`src/rtl/conv_event_fifo.sv`:
```
// conv_event_fifo: circular event buffer feeding Convolution2d over a valid/ack handshake.
//
// Ports
//   clk, rst              clock (rising edge), asynchronous active-high reset
//   in_valid / in_ready   source handshake; in_ready = !full
//   in_timestep, in_x,    incoming spike event fields
//   in_y, in_spikes
//   event_out             registered {timestep, x, y, spikes} of the presented event
//   event_valid / event_ack  consumer handshake; one pop per ack assertion
//   count, full, empty    registered occupancy
//   drop_count            saturating count of filtered events
//
// Build option: define CONV_EVENT_FIFO_FILTER_EN to drop events with an empty
// spike mask or out-of-image coordinates instead of storing them.
module conv_event_fifo #(
    parameter int COORD_BITS  = 8,
    parameter int IN_CHANNELS = 2,
    parameter int IMG_WIDTH   = 8,
    parameter int IMG_HEIGHT  = 8,
    parameter int DEPTH       = 16
) (
    input  logic                                  clk,
    input  logic                                  rst,
    input  logic                                  in_valid,
    output logic                                  in_ready,
    input  logic                                  in_timestep,
    input  logic [COORD_BITS-1:0]                 in_x,
    input  logic [COORD_BITS-1:0]                 in_y,
    input  logic [IN_CHANNELS-1:0]                in_spikes,
    output logic [1+2*COORD_BITS+IN_CHANNELS-1:0] event_out,
    output logic                                  event_valid,
    input  logic                                  event_ack,
    output logic [$clog2(DEPTH):0]                count,
    output logic                                  full,
    output logic                                  empty,
    output logic [15:0]                           drop_count
);
    localparam int AW = $clog2(DEPTH);
    localparam int CW = AW + 1;
    localparam int EW = 1 + 2 * COORD_BITS + IN_CHANNELS;

    typedef enum logic [1:0] {S_IDLE, S_PRESENT, S_WAIT_ACK_LOW} state_t;

    state_t          r_state, w_state_nxt;
    logic [EW-1:0]   r_mem [DEPTH];
    logic [EW-1:0]   r_event_out;
    logic [AW-1:0]   r_wr_ptr, r_rd_ptr;
    logic [CW-1:0]   r_count, w_count_nxt;
    logic            r_full, r_empty;
    logic [15:0]     r_drop;
    logic            w_push, w_store, w_pop, w_load, w_bad, w_filter;

    assign in_ready   = !r_full;
    assign w_push     = in_valid && in_ready;
    assign w_bad      = (in_spikes == '0) || (32'(in_x) >= IMG_WIDTH) || (32'(in_y) >= IMG_HEIGHT);
`ifdef CONV_EVENT_FIFO_FILTER_EN
    assign w_filter   = w_bad;
`else
    assign w_filter   = 1'b0 && w_bad;
`endif
    assign w_store     = w_push && !w_filter;
    assign w_pop       = (r_state == S_PRESENT) && event_ack;
    assign w_load      = (r_state == S_IDLE) && !r_empty;
    assign w_count_nxt = r_count + CW'(w_store) - CW'(w_pop);

    always_ff @(posedge clk) begin
        if (w_store) r_mem[r_wr_ptr] <= {in_timestep, in_x, in_y, in_spikes};
    end

    // Pointer width equals log2(DEPTH), so increments wrap naturally.
    always_ff @(posedge clk or posedge rst) begin
        if (rst) begin
            r_wr_ptr    <= '0;
            r_rd_ptr    <= '0;
            r_count     <= '0;
            r_full      <= 1'b0;
            r_empty     <= 1'b1;
            r_drop      <= '0;
            r_event_out <= '0;
        end else begin
            if (w_store) r_wr_ptr <= r_wr_ptr + 1'b1;
            if (w_pop) r_rd_ptr <= r_rd_ptr + 1'b1;
            r_count <= w_count_nxt;
            r_full  <= w_count_nxt == CW'(DEPTH);
            r_empty <= w_count_nxt == '0;
            if (w_push && w_filter && r_drop != 16'hFFFF) r_drop <= r_drop + 16'd1;
            if (w_load) r_event_out <= r_mem[r_rd_ptr];
        end
    end

    always_ff @(posedge clk or posedge rst) begin
        if (rst) r_state <= S_IDLE;
        else r_state <= w_state_nxt;
    end

    // WAIT_ACK_LOW guarantees a held ack pops only once.
    always_comb begin
        w_state_nxt = r_state;
        case (r_state)
            S_IDLE:         w_state_nxt = r_empty ? S_IDLE : S_PRESENT;
            S_PRESENT:      w_state_nxt = event_ack ? S_WAIT_ACK_LOW : S_PRESENT;
            S_WAIT_ACK_LOW: w_state_nxt = event_ack ? S_WAIT_ACK_LOW : S_IDLE;
            default:        w_state_nxt = S_IDLE;
        endcase
    end

    always_comb begin
        event_valid = r_state == S_PRESENT;
        event_out   = r_event_out;
        count       = r_count;
        full        = r_full;
        empty       = r_empty;
        drop_count  = r_drop;
    end
endmodule

```
`config.mk`:
```
export PLATFORM = sky130hd
export DESIGN_NAME = conv_event_fifo
export DESIGN_NICKNAME = d
export VERILOG_FILES = /design/src/rtl/conv_event_fifo.sv
export SDC_FILE = /design/constraint.sdc
export NUM_CORES = 1
export LEC_CHECK = 0
export BUFFER_PORTS_ARGS = -buffer_cell sky130_fd_sc_hd__buf_2
export CAP_MARGIN = 10
export CORE_MARGIN = 8
export CORE_UTILIZATION = 25
export CTS_CLUSTER_DIAMETER = 100
export CTS_CLUSTER_SIZE = 30
export DETAILED_ROUTE_END_ITERATION = 10
export PLACE_DENSITY_LB_ADDON = 0.25
export SLEW_MARGIN = 10
export SYNTH_ARGS = -nofsm -noshare
export SYNTH_HDL_FRONTEND = slang
export SYNTH_SLANG_ARGS = --single-unit
```
`constraint.sdc`:
```
create_clock -name clk -period 4.7 [get_ports clk]
set_clock_uncertainty 0.2 [all_clocks]
set_input_delay 0.235 -clock clk [delete_from_list [all_inputs] [get_ports clk]]
set_output_delay 0.235 -clock clk [all_outputs]
set_load 0.02 [all_outputs]
```
==> impl_metrics.env, run 1 <==
export IMPL_drc=0
export IMPL_initial_utilization_pct=25.1
export IMPL_pwr_share_seq_pct=49.5
export IMPL_switching_share_pct=32.8
export IMPL_critPathMaxFanout=8
export IMPL_antenna_found_initial=1
export IMPL_ctsResizeCount=0
export IMPL_grt_use_total_pct=10.2
export IMPL_fmax_ghz=0.319
export IMPL_first_pass_iters=4
export IMPL_cts_tree="built"
export IMPL_dieArea_um2=61300
export IMPL_cp_num_buf_inv=3
export IMPL_slew_viol_final=0
export IMPL_endpoint_kind="flip-flop"
export IMPL_fillers=5318
export IMPL_yosys_top_cells_area="edfxtp_1 68%, mux4_2 9.9%, dfrtp_1 6.5%"
export IMPL_r2r_start="full"
export IMPL_register_area_um2=10000
export IMPL_root_buffer="clkbuf_16"
export IMPL_ir_worst_vdd_v=0.000252
export IMPL_crit_chain="nor2b_1 > inv_1 > ha_1 > inv_1 > ha_1 > inv_1 > fa_1 > nor2b_1 > o21ai_0 > and3_1 > nor4_1"
export IMPL_synth_flop_cell="edfxtp_1"
export IMPL_synth_edff_count=304
export IMPL_worst_path_stages=11
export IMPL_synth_cell_type_count=46
export IMPL_switching_power_w=0.00272
export IMPL_hold_path_startpoint="in_valid"
export IMPL_totalWireLength_mm=31.3
export IMPL_yosysMostFrequentCell="edfxtp_1"
export IMPL_critPathMaxStageDelay_ps=460
export IMPL_cts_max_level=1
export IMPL_ios=67
export IMPL_hold_path_class="in2reg"
export IMPL_cp_endpoint="full"
export IMPL_pre_cts_ws_ps=1520
export IMPL_startpoint="full"
export IMPL_yosys_warnings=0
export IMPL_yosys_area_top_type="edfxtp_1"
export IMPL_r2r_end="full"
export IMPL_fin_hold_ws_ps=28.4
export IMPL_setup_violations=0
export IMPL_clock_sinks=340
export IMPL_syn_area_per_cell_um2=20.7
export IMPL_area_growth_pct=12.6
export IMPL_seq_area_frac_synth_pct=74.8
export IMPL_ant_nets=0
export IMPL_setup_ws_ps=1560
export IMPL_path_clk_slew_ps=110
export IMPL_power_density_nw_per_um2=549
export IMPL_synth_top_area_share_pct=68.1
export IMPL_grt_ovfl_total=0
export IMPL_ys_ff_latch=340
export IMPL_p_leak_nw=5.07
export IMPL_multiInputGateArea_um2=3040
export IMPL_die_w_um=248
export IMPL_r2r_slack_ps=1560
export IMPL_worstPathRequired_ps=4900
export IMPL_clk_latency_ps=520
export IMPL_status="completed"
export IMPL_postCtsSetupBuffers=0
export IMPL_grt_max_degree=52
export IMPL_drive_above_1_share_pct=22.0
export IMPL_rsz0062_at_grt="false"
export IMPL_start_kind="flip-flop"
export IMPL_syn_inst=649
export IMPL_numPortBuffers=50
export IMPL_n_antenna_cell=0
export IMPL_combinationalPowerShare_pct=31.9
export IMPL_slew_headroom_pct=28.8
export IMPL_synthArstFlopShare_pct=10.6
export IMPL_slowest_stage="nor2b_1"
export IMPL_hold_violations=0
export IMPL_internal_power_w=0.00557
export IMPL_final_nets=762
export IMPL_place_gp_congestion=0.700
export IMPL_period_needed_ps=3140
export IMPL_synth_cell_area_um2=13400
export IMPL_die_height_um=248
export IMPL_critPathArrivalTime_ps=3340
export IMPL_drv_cap=0
export IMPL_tightest_slew_ps=1070
export IMPL_num_vias=6146
export IMPL_vias_per_cell=4.29
export IMPL_setup_tns_ps=0
export IMPL_crit_top_cell="inv_1"
export IMPL_cpLargestDelayFamily="simple AND/OR/NAND/NOR gates"
export IMPL_routedWlPerCell_um=21.9
export IMPL_hpwl_mm=18.4
export IMPL_cts_buffer_depth=3
export IMPL_p_clk_share_pct=18.6
export IMPL_worstRegToRegCells=11
export IMPL_period_share_pct=66.8
export IMPL_yosys_top_cells_count="304 x edfxtp_1, 59 x mux4_2, 35 x dfrtp_1"
export IMPL_cts_buffers=15
export IMPL_grt_pass1_vias=6642
export IMPL_critPathKind="reg2reg"
export IMPL_drtIter0Drc=493
export IMPL_num_rows=85
export IMPL_grt_pass1_wl_mm=46.2
export IMPL_coreArea_um2=53400
==> worst min-delay path, delay by kind of cell <==
family | cells | cell delay, ps
buffers and inverters | 1 | 90
xor gates and xnor gates | 1 | 60
and+or+nand+nor | 2 | 320
==> power by group through the flow <==
stage	combinational (W)	clock (W)	sequential (W)
after floorplan	0.00200	0	0.00404
final	0.00264	0.00154	0.00411
after detailed placement	0.00271	0	0.00419
after global placement	0.00271	0	0.00419
after CTS	0.00274	0.00159	0.00413
after global routing	0.00290	0.00169	0.00417
==> metrics by stage <==
stage	power [W]	instance area [µm²]	util, %	std cells
floorplan	0.00604	13500	-	664
global placement	0.00690	14500	27.1	1386
detailed placement	0.00690	14500	27.1	1386
CTS	0.00845	15100	28.3	1433
global route	0.00876	15100	28.3	1433
finish	0.00829	15100	28.3	1433
==> registers in the layout (all words and copies together), names as in the netlist <==
register and flops:
r_mem 304, r_wr_ptr 4, r_state 2, r_rd_ptr 4
event_out 19, count 5, empty 1, full 1
==> worst min-delay path by stage <==
stage / endpoint / slack, ps / depth (start not counted)
6_report: r_wr_ptr[2] / 30 / 4
2_1_floorplan: r_mem[0][0] / 130 / 0
3_5_place_dp: event_out[12] / 90 / 2
5_1_grt: r_wr_ptr[0] / 30 / 3
3_3_place_gp: event_out[14] / 80 / 2
4_1_cts: r_wr_ptr[2] / 20 / 4
==> repair_timing <==
action / 4_1_cts / 5_1_grt
hold buffers: 21 / 0
setup endpoints to repair: 0 / 0
endpoints found under the hold margin: 318 / 0
==> per-layer routing <==
| layer | vias to the layer above | wire length [µm] | global-route usage (%) | share of wire [%] |
|---|---|---|---|---|
| met2 | 125 | 15000 | 17.1 | 48 |
| met1 | 3266 | 14300 | 14.0 | 46 |
| li1 | 2727 | - | - | - |
| met3 | 26 | 1600 | 1.53 | 5.1 |
| met4 | 2 | 448 | 1.92 | 1.4 |
| met5 | - | 13 | 0 | 0.041 |
==> layout by cell type (no fill, tap or decap), types with 15 or more instances in the layout <==
| master | count |
|---|---|
| and2_1 | 17 |
| conb_1 | 16 |
| edfxtp_1 | 304 |
| nor2_1 | 17 |
| dlygate4sd3_1 | 21 |
| dfrtp_1 | 32 |
| clkbuf_16 | 15 |
| mux2i_1 | 32 |
| buf_2 | 50 |
| buf_4 | 23 |
| mux4_2 | 59 |
==> cells by family after synthesis <==
kind of cell,count (synthesis),synth area share (%)
DFF,340,74.8
muxes,107,15.2
and+or+nand+nor,73,2.99
buffers and inverters,63,2.89
AOI/OAI and AO/OA,45,2.37
adders and majority gates,11,1.08
xor gates and xnor gates,9,0.588
other,1,0.0280
==> cell type report <==
class,instances,area share [%]
inverters,15,0.373
clock inverters,5,0.240
multi-input cells,261,20.1
well taps,696,5.77
flip-flops and latches,340,66.5
clock buffers,21,2.64
repair buffers,95,4.33
(Power assumes the default switching activity.)
==> run 2, diff against run 1 <==
==> constraint.sdc (replaced) <==
create_clock -name clk -period 2.8 [get_ports clk]
set_clock_uncertainty 0.2 [all_clocks]
set_input_delay 0.14 -clock clk [delete_from_list [all_inputs] [get_ports clk]]
set_output_delay 0.14 -clock clk [all_outputs]
set_load 0.02 [all_outputs]
==> run 2 against run 1 <==
Via count up 2.2%. Final area up 2.5%. Maximum frequency up 18%. Register-to-register slack worse by 1400 ps. Core utilization up 0.71 points. Cell count up 2.2%. Clock power up 87%. Clock-buffer cell count up 4. Sequential power up 63%. Die area unchanged. Non-clock buffer count up 29. Worst setup slack worse by 1400 ps. Critical path type unchanged.
==> impl_metrics.env, run 2 (synthesis results as in run 1) <==
export IMPL_hpwl_mm=19.4
export IMPL_regMostFlops="r_mem"
export IMPL_cp_endpoint="full"
export IMPL_first_pass_iters=4
export IMPL_grt_pass1_vias=6756
export IMPL_tightest_slew_ps=664
export IMPL_setup_violations=0
export IMPL_critPathMaxFanout=2
export IMPL_slew_headroom_pct=55.7
export IMPL_grt_pass1_wl_mm=46.6
export IMPL_worstRegToRegCells=10
export IMPL_setup_tns_ps=0
export IMPL_slew_viol_final=0
export IMPL_finalPower_w=0.0145
export IMPL_cts_buffer_depth=3
export IMPL_cts_tree="built"
export IMPL_ir_worst_vdd_v=0.000475
export IMPL_final_nets=792
export IMPL_drv_cap=0
export IMPL_register_area_um2=10000
export IMPL_vias_per_cell=4.29
export IMPL_clk_latency_ps=530
export IMPL_drc=0
export IMPL_layout_common_cells="304 x edfxtp_1, 59 x mux4_2, 50 x buf_2, 49 x buf_4, 32 x mux2i_1"
export IMPL_fin_util_pct=29.0
export IMPL_fmax_ghz=0.377
export IMPL_antenna_found_initial=3
export IMPL_totalWireLength_mm=31.5
export IMPL_power_density_nw_per_um2=935
export IMPL_routedWlPerCell_um=21.5
export IMPL_mostFrequentLayoutCell="edfxtp_1"
export IMPL_place_gp_congestion=0.690
export IMPL_ios=67
export IMPL_num_vias=6279
export IMPL_root_buffer="clkbuf_16"
export IMPL_area_growth_pct=15.4
export IMPL_start_kind="flip-flop"
export IMPL_grt_ovfl_total=0
export IMPL_die_w_um=248
export IMPL_critPathArrivalTime_ps=2870
export IMPL_clock_sinks=340
export IMPL_endpoint_kind="flip-flop"
export IMPL_coreArea_um2=53400
export IMPL_fillers=5291
export IMPL_r2r_end="full"
export IMPL_grt_use_total_pct=10.3
export IMPL_dieArea_um2=61300
export IMPL_grt_max_degree=41
export IMPL_period_needed_ps=2650
export IMPL_drive_above_1_share_pct=25.8
export IMPL_fin_area_um2=15500
export IMPL_cts_buffers=16
export IMPL_multiInputGateArea_um2=3070
export IMPL_startpoint="r_state[0]"
export IMPL_initial_utilization_pct=25.1
export IMPL_n_antenna_cell=0
export IMPL_hold_path_class="in2async"
export IMPL_dpl_cell_area_um2=14700
export IMPL_status="completed"
export IMPL_ant_nets=0
export IMPL_p_leak_nw=5.28
export IMPL_drtIter0Drc=486
export IMPL_cts_max_level=1
export IMPL_numPortBuffers=50
export IMPL_path_clk_slew_ps=110
export IMPL_hold_violations=0
export IMPL_die_height_um=248
export IMPL_stdcell_count=1464
export IMPL_critPathKind="reg2reg"
export IMPL_num_rows=85
export IMPL_worstPathRequired_ps=3020
export IMPL_largest_register_ff_count=304
export IMPL_period_share_pct=94.7
export IMPL_r2r_start="r_state[0]"
export IMPL_r2r_slack_ps=150
export IMPL_placed_cells=1412
run 2: worst min-delay path by stage:
stage                            start             to  slack [ps]  cells past startpoint
after detailed placement           rst  event_out[12]          80                      2
final                              rst  event_out[11]          50                      3
after global placement             rst  event_out[12]          80                      2
after CTS                          rst  event_out[12]          50                      3
after floorplan           in_spikes[0]    r_mem[0][0]          40                      0
after global routing               rst  event_out[12]          70                      3
run 2: area by class of cell:
cell class                      instances  area share, %
Timing Repair Buffer                  124           5.81
Tap cell                              696           5.63
Multi-Input combinational cell        261           19.8
Sequential cell                       340           64.9
Inverter                               15          0.364
Clock inverter                          3          0.404
Clock buffer                           25           3.08
run 2: critical path, cell delays in order (launching register included):
cell and delay, ps:
dfrtp_1 400, nor2b_4 130, and2_4 160, ha_1 270, inv_1 60, ha_1 150, inv_1 60, fa_2 520
inv_1 40, or3_1 420, nor4_2 150
run 2: per-layer routing:
| metal | GRT usage (%) | wire length (µm) |
|---|---|---|
| met1 | 14.2 | 13900 |
| met2 | 17.2 | 15200 |
| met3 | 1.47 | 1960 |
| met4 | 2.11 | 409 |
| met5 | 0 | 23 |
run 2: timing repair:
| action | 4_1_cts | 5_1_grt |
|---|---|---|
| endpoints found under the setup margin | 0 | 2 |
| endpoints found under the hold margin | 331 | 0 |
| setup buffers | 0 | 2 |
| resized for setup | 0 | 7 |
| hold buffers | 22 | 0 |
run 2: stage by stage:
step | worst slack [ps] | hold WS (ps)
6_report | 148 | 45.3
5_1_grt | -2.20 | 70.8
4_1_cts | 8.71 | 47.2
3_5_place_dp | 58.4 | 84.1
3_3_place_gp | 69.2 | 79.3
2_1_floorplan | 8.72 | 38.9
run 2: power by group:
part / total [W] / switching, W / internal, W
Combinational: 0.00487 / 0.00264 / 0.00223
Clock: 0.00288 / 0.00164 / 0.00124
Sequential: 0.00671 / 0.000449 / 0.00626
==> run 3, diff against run 2 <==
--- a/config.mk
+++ b/config.mk
@@ -13,6 +13,7 @@
 export CTS_CLUSTER_SIZE = 30
 export DETAILED_ROUTE_END_ITERATION = 10
 export PLACE_DENSITY_LB_ADDON = 0.25
+export REMOVE_ABC_BUFFERS = 1
 export SLEW_MARGIN = 10
 export SYNTH_ARGS = -nofsm -noshare
 export SYNTH_HDL_FRONTEND = slang
==> run 3 against run 2 <==
Largest cell class unchanged. Largest power group unchanged. Via count fell by 0.21%. First-iteration DRC count rose by 3.7%. Sequential power shrank 0.9%. Die area unchanged. Critical endpoint unchanged. Register-to-register slack got worse by 50 ps.
==> impl_metrics.env, run 3 (synthesis results as in run 1) <==
export IMPL_initial_utilization_pct=25.1
export IMPL_hpwl_mm=19.3
export IMPL_ir_worst_vdd_v=0.000346
export IMPL_slowest_stage="fa_1"
export IMPL_routedWlPerCell_um=21.9
export IMPL_p_leak_nw=5.28
export IMPL_hold_path_class="in2async"
export IMPL_n_antenna_cell=0
export IMPL_period_share_pct=96.6
export IMPL_status="completed"
export IMPL_fin_hold_ws_ps=55.9
export IMPL_grt_pass1_vias=6729
export IMPL_fmax_ghz=0.370
export IMPL_ant_nets=0
export IMPL_critPathArrivalTime_ps=2930
export IMPL_vias_per_cell=4.27
export IMPL_drive_above_1_share_pct=26.1
export IMPL_critPathMaxStageDelay_ps=430
export IMPL_layout_common_cells="304 x edfxtp_1, 59 x mux4_2, 52 x buf_4, 50 x buf_2"
export IMPL_drc=0
export IMPL_worstPathRequired_ps=3030
export IMPL_cts_buffer_depth=3
export IMPL_slew_viol_final=0
export IMPL_first_pass_iters=4
export IMPL_period_needed_ps=2710
export IMPL_crit_chain="nor2b_2 > and2_4 > ha_1 > inv_1 > ha_1 > inv_1 > fa_1 > nor2b_1 > o21ai_2 > and3_1 > nor4_2"
export IMPL_clock_sinks=340
export IMPL_clk_latency_ps=520
export IMPL_drv_cap=0
export IMPL_setup_violations=0
export IMPL_cts_tree="built"
export IMPL_grt_max_degree=32
export IMPL_grt_ovfl_total=0
export IMPL_antenna_found_initial=0
export IMPL_cpLargestDelayFamily="simple AND/OR/NAND/NOR gates"
export IMPL_cts_max_level=1
export IMPL_path_clk_slew_ps=110
export IMPL_setup_tns_ps=0
export IMPL_mostFrequentLayoutCell="edfxtp_1"
export IMPL_dieArea_um2=61300
export IMPL_grt_use_total_pct=10.3
export IMPL_tightest_slew_ps=679
export IMPL_numPortBuffers=50
export IMPL_totalWireLength_mm=32.1
export IMPL_finalPower_w=0.0145
export IMPL_critPathKind="reg2reg"
export IMPL_hold_violations=0
export IMPL_area_growth_pct=15.3
export IMPL_setup_ws_ps=93.9
export IMPL_num_rows=85
export IMPL_regMostFlops="r_mem"
export IMPL_slew_headroom_pct=54.6
export IMPL_power_density_nw_per_um2=936
export IMPL_critPathMaxFanout=4
export IMPL_start_kind="flip-flop"
export IMPL_coreArea_um2=53400
export IMPL_ios=67
export IMPL_drtIter0Drc=504
export IMPL_grt_pass1_wl_mm=46.3
export IMPL_final_nets=795
export IMPL_cts_buffers=16
export IMPL_place_gp_congestion=0.700
export IMPL_endpoint_kind="flip-flop"
export IMPL_die_height_um=248
export IMPL_pre_cts_ws_ps=47.4
export IMPL_num_vias=6266
export IMPL_worst_path_stages=11
export IMPL_cp_num_buf_inv=2
export IMPL_die_w_um=248
export IMPL_root_buffer="clkbuf_16"
export IMPL_worstRegToRegCells=11
export IMPL_largest_register_ff_count=304
==> run 3: changes by cell type in the layout (fill, tap and decap cells not counted), sizes merged <==
cell,delta
buf,+3
clkbuf,-4
clkinv,+1
clkinvlp,+1
inv,+1
==> run 3: repair_timing <==
item | CTS | global route
resized for setup | 1 | 5
hold endpoints to repair | 338 | 0
hold buffers | 22 | 0
endpoints found under the setup margin | 1 | 2
cloned | 0 | 0
setup buffers | 0 | 2
==> run 3: worst paths after layout <==
path                               start            end  slack [ps]
setup / recovery              r_state[0]           full          90
hold reg to reg            event_out[10]  event_out[10]         280
max in group asynchronous            rst   event_out[7]        1730
setup reg to reg              r_state[0]           full          90
hold / removal                       rst       count[0]          60
min in group clk               event_ack     r_state[0]         210
==> run 3: per-stage QoR <==
step                      util (%)  instance area [µm²]  cells
after floorplan                  -                13100    616
after global placement        27.5                14700   1415
after detailed placement      27.5                14700   1415
after CTS                     28.9                15400   1464
after global routing          29.0                15500   1466
final                         29.0                15500   1466
==> run 3: worst reg2reg max path, delay by kind of cell (launching register included) <==
family	cells	cell delay, ps
flops	1	390
simple gates	5	980
buf+inv	2	120
fa+ha+maj	3	850
compound gates	1	90
==> run 3: final cells by class <==
type                       count  area [µm²]
inverter                      15        56.3
sequential                   340       10000
clock buffer                  21         440
timing repair buffer         127         921
fill                        5286       37900
multi-input combinational    261        3060
tap                          696         871
clock inverter                 6        68.8
==> run 3: report_power, final <==
group,internal (W),switching [W]
clock network,0.00117,0.00162
registers,0.00626,0.000392
logic,0.00229,0.00273
==> run 3: routing by layer <==
metal	vias up	wire length, µm	global-route usage, %
met5	-	0	0
met4	0	334	1.48
met3	22	2000	1.54
met2	140	15800	17.8
met1	3307	13900	14.0
li1	2797	-	-
